File: src/rtl/uart_tx_scheduler_if.sv
// uart_tx_scheduler_if
// Bundles the signals between the four game-side byte producers, the
// transmit scheduler and the uart TX FIFO write port.
//   data_game_state_sel : producer 0 byte
//   data_gloves_control : producer 1 byte
//   data_mouse_control  : producer 2 byte
//   data_score_control  : producer 3 byte
//   tx_full             : uart TX FIFO full flag
//   w_data              : byte written into the uart TX FIFO
//   wr_uart             : one-cycle FIFO write strobe
//   pending             : per-producer pending flags (debug)
// modport master : the scheduler side (drives the FIFO write port)
// modport slave  : the producers / uart side
interface uart_tx_scheduler_if;
  logic [7:0] data_game_state_sel;
  logic [7:0] data_gloves_control;
  logic [7:0] data_mouse_control;
  logic [7:0] data_score_control;
  logic       tx_full;
  logic [7:0] w_data;
  logic       wr_uart;
  logic [3:0] pending;

  modport master (
    input  data_game_state_sel,
    input  data_gloves_control,
    input  data_mouse_control,
    input  data_score_control,
    input  tx_full,
    output w_data,
    output wr_uart,
    output pending
  );

  modport slave (
    output data_game_state_sel,
    output data_gloves_control,
    output data_mouse_control,
    output data_score_control,
    output tx_full,
    input  w_data,
    input  wr_uart,
    input  pending
  );
endinterface

File: src/rtl/uart_tx_scheduler.sv
// uart_tx_scheduler
// Shares the single uart TX FIFO write port between four byte producers.
// A producer whose byte changes gets one pending send (latest value wins);
// every REFRESH_CYCLES clocks all four bytes are re-queued as a keep-alive.
// Pending producers are granted round-robin, one byte per three cycles,
// and no grant is made while the FIFO reports full.
// Ports:
//   clk : system clock
//   rst : asynchronous active-high reset
//   bus : uart_tx_scheduler_if.master (producer bytes, tx_full in;
//         w_data, wr_uart, pending out)
module uart_tx_scheduler #(
  parameter int REFRESH_CYCLES = 6_500_000,
  parameter int CNT_W          = 23
) (
  input  logic                 clk,
  input  logic                 rst,
  uart_tx_scheduler_if.master  bus
);

  typedef enum logic [1:0] {
    ST_IDLE = 2'd0,
    ST_SEND = 2'd1,
    ST_WAIT = 2'd2
  } state_t;

  state_t           r_state;
  state_t           w_state_nxt;

  logic [7:0]       w_din    [4];
  logic [7:0]       r_prev   [4];
  logic [7:0]       r_shadow [4];
  logic [3:0]       r_pending;
  logic [1:0]       r_ptr;
  logic [CNT_W-1:0] r_cnt;
  logic [7:0]       r_wdata;
  logic             r_wr;

  logic             w_refresh;
  logic [3:0]       w_changed;
  logic [3:0]       w_set;
  logic [3:0]       w_clr;
  logic             w_grant_vld;
  logic [1:0]       w_grant_idx;

  // Round-robin search: first pending producer at ptr, ptr+1, ... mod 4.
  // Walking the offsets from the far end lets the nearest one win.
  function automatic logic [1:0] find_grant(input logic [3:0] pend,
                                            input logic [1:0] ptr);
    logic [1:0] idx;
    logic [1:0] cand;
    idx = ptr;
    for (int k = 3; k >= 0; k--) begin
      cand = ptr + 2'(k);
      if (pend[cand]) idx = cand;
    end
    return idx;
  endfunction

  assign w_din[0] = bus.data_game_state_sel;
  assign w_din[1] = bus.data_gloves_control;
  assign w_din[2] = bus.data_mouse_control;
  assign w_din[3] = bus.data_score_control;

  assign w_refresh = (r_cnt == CNT_W'(REFRESH_CYCLES - 1));

  always_comb begin
    for (int i = 0; i < 4; i++) begin
      w_changed[i] = (w_din[i] != r_prev[i]);
    end
  end

  // A change or refresh in the grant cycle re-arms the flag (set wins).
  assign w_set = w_changed | {4{w_refresh}};
  assign w_clr = w_grant_vld ? (4'b0001 << w_grant_idx) : 4'b0000;

  // FSM next state and grant decision; tx_full only matters in IDLE.
  always_comb begin
    w_state_nxt = r_state;
    w_grant_vld = 1'b0;
    w_grant_idx = r_ptr;
    case (r_state)
      ST_IDLE: begin
        if ((|r_pending) && !bus.tx_full) begin
          w_grant_vld = 1'b1;
          w_grant_idx = find_grant(r_pending, r_ptr);
          w_state_nxt = ST_SEND;
        end
      end
      ST_SEND: w_state_nxt = ST_WAIT;
      // Gap cycle so tx_full can reflect the write just made.
      ST_WAIT: w_state_nxt = ST_IDLE;
      default: w_state_nxt = ST_IDLE;
    endcase
  end

  always_ff @(posedge clk or posedge rst) begin
    if (rst) begin
      r_state <= ST_IDLE;
    end else begin
      r_state <= w_state_nxt;
    end
  end

  always_ff @(posedge clk or posedge rst) begin
    if (rst) begin
      for (int i = 0; i < 4; i++) begin
        r_prev[i]   <= 8'h00;
        r_shadow[i] <= 8'h00;
      end
      r_pending <= 4'b0000;
      r_ptr     <= 2'd0;
      r_cnt     <= '0;
      r_wdata   <= 8'h00;
      r_wr      <= 1'b0;
    end else begin
      // Strobe is high only in the cycle after a grant (the SEND state).
      r_wr <= w_grant_vld;
      if (w_grant_vld) begin
        r_wdata <= r_shadow[w_grant_idx];
        r_ptr   <= w_grant_idx + 2'd1;
      end

      r_pending <= (r_pending & ~w_clr) | w_set;

      for (int i = 0; i < 4; i++) begin
        if (w_changed[i]) r_prev[i] <= w_din[i];
        if (w_changed[i] || w_refresh) r_shadow[i] <= w_din[i];
      end

      r_cnt <= w_refresh ? '0 : r_cnt + 1'b1;
    end
  end

  assign bus.w_data  = r_wdata;
  assign bus.wr_uart = r_wr;
  assign bus.pending = r_pending;

endmodule
File: src/flat_wrapper.sv
// flat-port wrapper written by rule: the top's interface ports become plain ports
module uart_tx_scheduler_flat 
#(
  parameter int REFRESH_CYCLES = 6_500_000,
  parameter int CNT_W          = 23
)
  (clk, rst, bus_data_game_state_sel, bus_data_gloves_control, bus_data_mouse_control, bus_data_score_control, bus_tx_full, bus_w_data, bus_wr_uart, bus_pending);
  uart_tx_scheduler_if bus_i ();
  input  logic clk;
  input  logic rst;
  input wire logic [$bits(bus_i.data_game_state_sel)-1:0] bus_data_game_state_sel;
  input wire logic [$bits(bus_i.data_gloves_control)-1:0] bus_data_gloves_control;
  input wire logic [$bits(bus_i.data_mouse_control)-1:0] bus_data_mouse_control;
  input wire logic [$bits(bus_i.data_score_control)-1:0] bus_data_score_control;
  input wire logic [$bits(bus_i.tx_full)-1:0] bus_tx_full;
  output wire logic [$bits(bus_i.w_data)-1:0] bus_w_data;
  output wire logic [$bits(bus_i.wr_uart)-1:0] bus_wr_uart;
  output wire logic [$bits(bus_i.pending)-1:0] bus_pending;
  assign bus_i.data_game_state_sel = bus_data_game_state_sel;
  assign bus_i.data_gloves_control = bus_data_gloves_control;
  assign bus_i.data_mouse_control = bus_data_mouse_control;
  assign bus_i.data_score_control = bus_data_score_control;
  assign bus_i.tx_full = bus_tx_full;
  assign bus_w_data = bus_i.w_data;
  assign bus_wr_uart = bus_i.wr_uart;
  assign bus_pending = bus_i.pending;
  uart_tx_scheduler #(.REFRESH_CYCLES(REFRESH_CYCLES), .CNT_W(CNT_W)) u_core (.clk(clk), .rst(rst), .bus(bus_i));
endmodule
File: config.mk
export PLATFORM = sky130hd
export DESIGN_NAME = uart_tx_scheduler_flat
export DESIGN_NICKNAME = d
export VERILOG_FILES = /design/src/rtl/uart_tx_scheduler_if.sv /design/src/rtl/uart_tx_scheduler.sv /design/src/flat_wrapper.sv
export SDC_FILE = /design/constraint.sdc
export NUM_CORES = 1
export LEC_CHECK = 0
export CELL_PAD_IN_SITES_DETAIL_PLACEMENT = 1
export CELL_PAD_IN_SITES_GLOBAL_PLACEMENT = 2
export CORE_MARGIN = 5
export CORE_UTILIZATION = 40
export CTS_CLUSTER_SIZE = 10
export DETAILED_ROUTE_END_ITERATION = 8
export PLACE_DENSITY_LB_ADDON = 0.1
export SLEW_MARGIN = 30
export SYNTH_ARGS = -nofsm -noshare
export SYNTH_HDL_FRONTEND = slang
export SYNTH_SLANG_ARGS = --single-unit
export TNS_END_PERCENT = 20
File: constraint.sdc
create_clock -name clk -period 9.7 [get_ports clk]
set_input_delay 2.425 -clock clk [delete_from_list [all_inputs] [get_ports clk]]
set_output_delay 2.425 -clock clk [all_outputs]
set_load 0.02 [all_outputs]
### Word-level counts from Yosys, hierarchy flattened

Cells that the tools add are included.

| word-level totals | value |
|---|---|
| register bits | 104 |
| output and inout port bits | 13 |
| word-level logic and storage cells | 68 |

| cells by class | value |
|---|---|
| $add $sub $neg | 5 |
| order comparisons | 5 |
| eq/ne operators | 7 |
| shift operators | 1 |
| mux-type cells | 23 |
| bitwise logic cells | 5 |
| reductions and logical operators | 8 |

Operators with widths:

| cell | number |
|---|---|
| inequality test 8 bit | 4 |
| adder 23 x 1 -> 23 bit (second input constant) | 1 |
| == test 23 bit (second input constant) | 1 |
| 2-to-1 mux 23 bit | 1 |
| binary-select mux 8 bit (select 2 bit) | 1 |
| 2-to-1 mux 8 bit | 2 |
| 2-to-1 mux 2 bit | 7 |
| < comparator 2 x 3 -> 1 bit (second input constant) | 4 |
| binary-select mux 1 bit (select 2 bit) | 4 |
| OR 4 bit | 2 |
| 2-to-1 mux 1 bit | 6 |
| adder 2 x 1 -> 2 bit (second input constant) | 2 |
| adder 2 bit (second input constant) | 2 |
| AND 4 bit | 1 |
| logical OR 1 bit | 4 |
| 2-to-1 mux 4 bit | 1 |
| NOT 4 bit | 1 |
| case mux 2 bit (2 select lines) | 1 |
| OR reduction 4 bit | 1 |
| left shift 1 x 2 -> 4 bit (first input constant) | 1 |
| >= comparator 3 bit (second input constant) | 1 |
| NOT 2 -> 3 bit | 1 |
| == test 2 x 1 -> 1 bit (second input constant) | 1 |
| logical NOT 2 bit | 1 |
| other kinds (3) | 3 |

### Longest topological paths before layout

| depth | value |
|---|---|
| word-level depth | 14 |
| gate-level depth with buffers | 9 |
| mapped depth without buffers | 7 |

### Worst setup path before layout

No wires, ideal clock.

| path | value |
|---|---|
| path kind | in2reg |
| from | in bus_tx_full |
| to | reg u_core.r_wdata[7] (netlist: u_core.bus.w_data[7]) |
| library setup time | 126 ps |
| arrival | 3938 ps |
| setup slack | 5636 ps |
| stages on the path | 8 |
| path buffers | 1 |
| cell sequence | nor3_2 > o41ai_4 > inv_2 > buf_4 > o32ai_2 > or2_1 > mux2_1 > a221o_1 |

| between the ends | value |
|---|---|
| elaborated cells between the ends (all ways) | 10 |
| those cells by class | mux: 7; bitwise: 1; reduce/logical: 2 |

RTL lines:

| item | RTL line | RTL |
|---|---|---|
| from (decl) | flat_wrapper.sv:15 | `input wire logic [$bits(bus_i.tx_full)-1:0] bus_tx_full;` |
| logical NOT 1 bit | uart_tx_scheduler.sv:84 | `if ((\|r_pending) && !bus.tx_full) begin` |
| logical AND 1 bit | uart_tx_scheduler.sv:84 |  |
| 2-to-1 mux 1 bit | uart_tx_scheduler.sv:84 |  |
| 2-to-1 mux 1 bit | uart_tx_scheduler.sv:82 | `case (r_state)` |
| net u_core.w_grant_vld | uart_tx_scheduler.sv:43 | `logic w_grant_vld;` |
| to (signal assigned) | uart_tx_scheduler.sv:120 | `r_wdata <= r_shadow[w_grant_idx];` |
| to (decl) | uart_tx_scheduler.sv:36 | `logic [7:0] r_wdata;` |

The timed path passes the listed nets, and every way through them passes these cells. The select of a mux whose other input is x is not followed.
A chain may end at the register's enable or synchronous reset.

### Worst setup path after layout

| path | value |
|---|---|
| from | in bus_tx_full |
| to | reg u_core.r_wdata[7] (netlist: u_core.bus.w_data[7]) |

| between the ends | value |
|---|---|
| longest elaborated chain between the ends | 8 |
| elaborated cells between the ends (all ways) | 10 |
| those cells by class | mux: 7; bitwise: 1; reduce/logical: 2 |

Ends and longest elaborated chain:

| item | RTL line |
|---|---|
| logical NOT 1 bit * | uart_tx_scheduler.sv:84 |
| logical AND 1 bit * | uart_tx_scheduler.sv:84 |
| 2-to-1 mux 2 bit | uart_tx_scheduler.sv:84 |
| 2-to-1 mux 2 bit | uart_tx_scheduler.sv:82 |
| NOT 2 -> 3 bit (not written as such) | uart_tx_scheduler.sv:120 |
| binary-select mux 8 bit (select 2 bit) | uart_tx_scheduler.sv:120 |
| 2-to-1 mux 8 bit (not written as such) (2 in series) | uart_tx_scheduler.sv:120 |

Mark *: on every way between the ends. The rest lies on a longest branch, timed or not. The select of a mux whose other input is x is not followed.

==> flow_metrics.py <==
metrics = {
    "die": {
        "fp.coreArea_sq_um": 10900,
        "die_x_um": 116,
        "row_count": 38,
        "start_util_pct": 41.3,
        "die-area_sq_um": 13500,
        "io_pins": 48,
        "fp.dieH_um": 116,
    },
    "global_routing": {
        "track_usage_pct": 15.4,
        "grt_pass1_wl_um": 16000,
        "grt_max_degree": 70,
        "gr-total-overflow": 0,
        "grt_antenna_before_repair": 0,
        "grt_pass1_vias": 2974,
    },
    "logic_synthesis": {
        "yosys.area.top_type": "dfrtp_1",
        "synthDistinctLibCells": 41,
        "ys_top_cells_by_count": "dfrtp_1 (104), xnor2_1 (46), clkbuf_1 (33)",
        "synth_edf_count": 0,
        "async_flop_share_pct": 100,
        "synth_top_cell_area_share_pct": 57.6,
        "synthMostInstantiatedCell": "dfrtp_1",
        "syn_inst": 372,
        "yosys-top-cells-area": "dfrtp_1 (58%), xnor2_1 (8.9%), mux2_2 (8.0%), clkbuf_1 (2.7%), a211oi_1 (2.7%)",
        "synth_seq_area_share_pct": 57.6,
        "syn-num-nets": 408,
        "syn_avg_cell_area_sq_um": 12.1,
        "yosys_warnings": 0,
        "ys_seq_elements": 104,
        "synth_area_sq_um": 4520,
        "dominantRegCellSynth": "dfrtp_1",
    },
    "worst_setup_path": {
        "crit_path_start": "bus_tx_full",
        "r2r-start": "u_core.bus.pending[2]$_DFF_PP0_",
        "critical_path_arrival_ps": 5000,
        "crit_path_end": "u_core.bus.w_data[7]$_DFFE_PP0P_",
        "cp_max_fo": 11,
        "r2r_slack_ps": 6630,
        "required_ps": 9920,
        "startpoint_type": "input pin",
        "path_class": "in2reg",
        "reg2reg_to": "u_core.bus.w_data[7]$_DFFE_PP0P_",
        "endpoint_kind": "flop",
        "ff2ff_path_depth": 6,
    },
    "worst_hold_path": {
        "worstHoldPathCells": 1,
        "hold_path_class": "reg2reg",
    },
    "placement": {
        "port_buffers": 47,
        "hpwlAfterDp_um": 6850,
        "place_congestion": 0.765,
    },
    "clocking": {
        "clkLatencyLatePin_ps": 340,
        "root_buffer": "clkbuf_16",
        "cts_setup_buffers": 0,
        "cts_resized": 0,
        "clock_path_buffers": 2,
        "clock_sinks": 104,
        "cts_tree": "yes",
        "htree_num_levels": 3,
        "cts_hold_buf": 0,
        "cts_buffers": 9,
        "clk_pin_slew_ps": 70,
    },
    "timing": {
        "hold_violations": 0,
        "setup_violations": 0,
        "worst_pin_slew_ps": 869,
        "max_freq_mhz": 209,
        "slew_violations": 0,
        "fin_tns_setup_ps": 0,
        "hold_ws_ps": 464,
        "slew-limit-headroom_pct": 42.1,
        "fin_crit_sh_pct": 49.3,
        "skew_ps": 9.58,
        "fin_crit_ps": 4780,
        "rsz0062_at_grt": "no",
    },
    "power": {
        "total_power_mw": 1.11,
        "p_leak_nw": 2.19,
        "seq_power_share_pct": 44.6,
        "p_int_uw": 798,
        "power.density_nw_per_um2": 207,
        "p_comb_share_pct": 20.4,
        "p_clk_share_pct": 35.0,
        "switching_share_pct": 28.1,
        "p_sw_uw": 312,
        "vdd_drop_max_uv": 86.3,
    },
    "drt": {
        "remaining_drc_errors": 0,
        "firstDrtPassIters": 4,
        "via_count": 2775,
        "wirelength_um": 9430,
        "drtIter0Drc": 133,
        "postRouteAntennaNets": 0,
        "wl_per_cell_um": 17.5,
        "viasPerCell": 5.15,
    },
    "job": {
        "drv_cap": 0,
    },
    "outcome": {
        "outcome": "finished, final reports clean",
    },
    "cells_and_area": {
        "nets": 430,
        "final_core_util_pct": 49.0,
        "n_antenna_cell": 0,
        "layout-drive-gt1-share_pct": 15.3,
        "area_growth_pct": 18.6,
    },
}
==> through the flow <==
step,area [sq um],cells,setup slack (ps)
4_1_cts,5350,539,4920
2_1_floorplan,4520,372,4540
3_3_place_gp,5030,523,4650
5_1_grt,5360,539,4770
6_report,5360,539,4920
3_5_place_dp,5030,523,4570
==> placed cells by master, fill, tap and decap left out, types with 9 or more instances in the layout <==
cell and instances:
and3_1 9, nand4_1 12, a211oi_1 16, dfrtp_1 104, clkdlybuf4s50_1 47, nand2_1 13, mux2_2 32, xnor2_1 46
nand3_1 10, clkbuf_16 9, nor2_1 21
==> metal layers <==
layer	up-vias	global-route usage, %	share of wire [%]
li1	1313	-	-
met1	1412	20.8	47
met2	43	24.9	48
met3	7	3.16	3.8
met4	0	4.87	0.88
met5	-	0	0
==> registers in the layout, indices dropped and copies added (netlist names) <==
register	cells
u_core.r_shadow	32
u_core.bus.w_data	8
u_core.r_cnt	23
u_core.bus.wr_uart	1
u_core.r_state	2
u_core.bus.pending	4
u_core.r_ptr	2
u_core.r_prev	32
==> power by group through the flow <==
| stage | Combinational [mW] | Clock (mW) | Sequential, mW |
|---|---|---|---|
| floorplan | 0.131 | 0 | 0.515 |
| finish | 0.226 | 0.388 | 0.495 |
| detailed placement | 0.229 | 0 | 0.505 |
| CTS | 0.230 | 0.401 | 0.496 |
| global route | 0.248 | 0.423 | 0.499 |
| global placement | 0.226 | 0 | 0.504 |
==> worst min path at each step <==
| stage | slack (ps) | from | endpoint |
|---|---|---|---|
| after floorplan | 420 | u_core.r_cnt[0]$_DFF_PP0_ | u_core.r_cnt[0]$_DFF_PP0_ |
| after global placement | 440 | u_core.r_cnt[0]$_DFF_PP0_ | u_core.r_cnt[0]$_DFF_PP0_ |
| after detailed placement | 450 | u_core.r_cnt[0]$_DFF_PP0_ | u_core.r_cnt[0]$_DFF_PP0_ |
| after CTS | 460 | u_core.r_cnt[0]$_DFF_PP0_ | u_core.r_cnt[0]$_DFF_PP0_ |
| after global routing | 490 | u_core.r_cnt[0]$_DFF_PP0_ | u_core.r_cnt[0]$_DFF_PP0_ |
| final | 460 | u_core.r_cnt[0]$_DFF_PP0_ | u_core.r_cnt[0]$_DFF_PP0_ |
==> cell families (layout without fill, tap and decap cells) <==
family	Yosys count	count (layout)	share of synthesized area [%]
compound gates	37	37	6.37
xor+xnor	53	53	10.3
fa+ha+maj	1	1	0.277
buf+inv	44	71	3.88
flops	104	104	57.6
mux	40	40	9.78
simple gates	93	93	11.8
==> layout make-up <==
type / count / area, sq um
tap: 140 / 175
inverter: 7 / 28.8
timing repair buffer: 48 / 482
fill: 1133 / 5580
clock inverter: 6 / 91.3
clock buffer: 10 / 229
sequential: 104 / 2600
multi-input combinational: 224 / 1750
==> critical path: stages <==
cell	delay [ps]
clkdlybuf4s50_1	420
nor3_2	260
o41ai_4	180
inv_2	220
o211a_2	400
or2_1	410
mux2_1	370
a221o_1	310
Note: power is estimated with default switching activity, not from simulation.
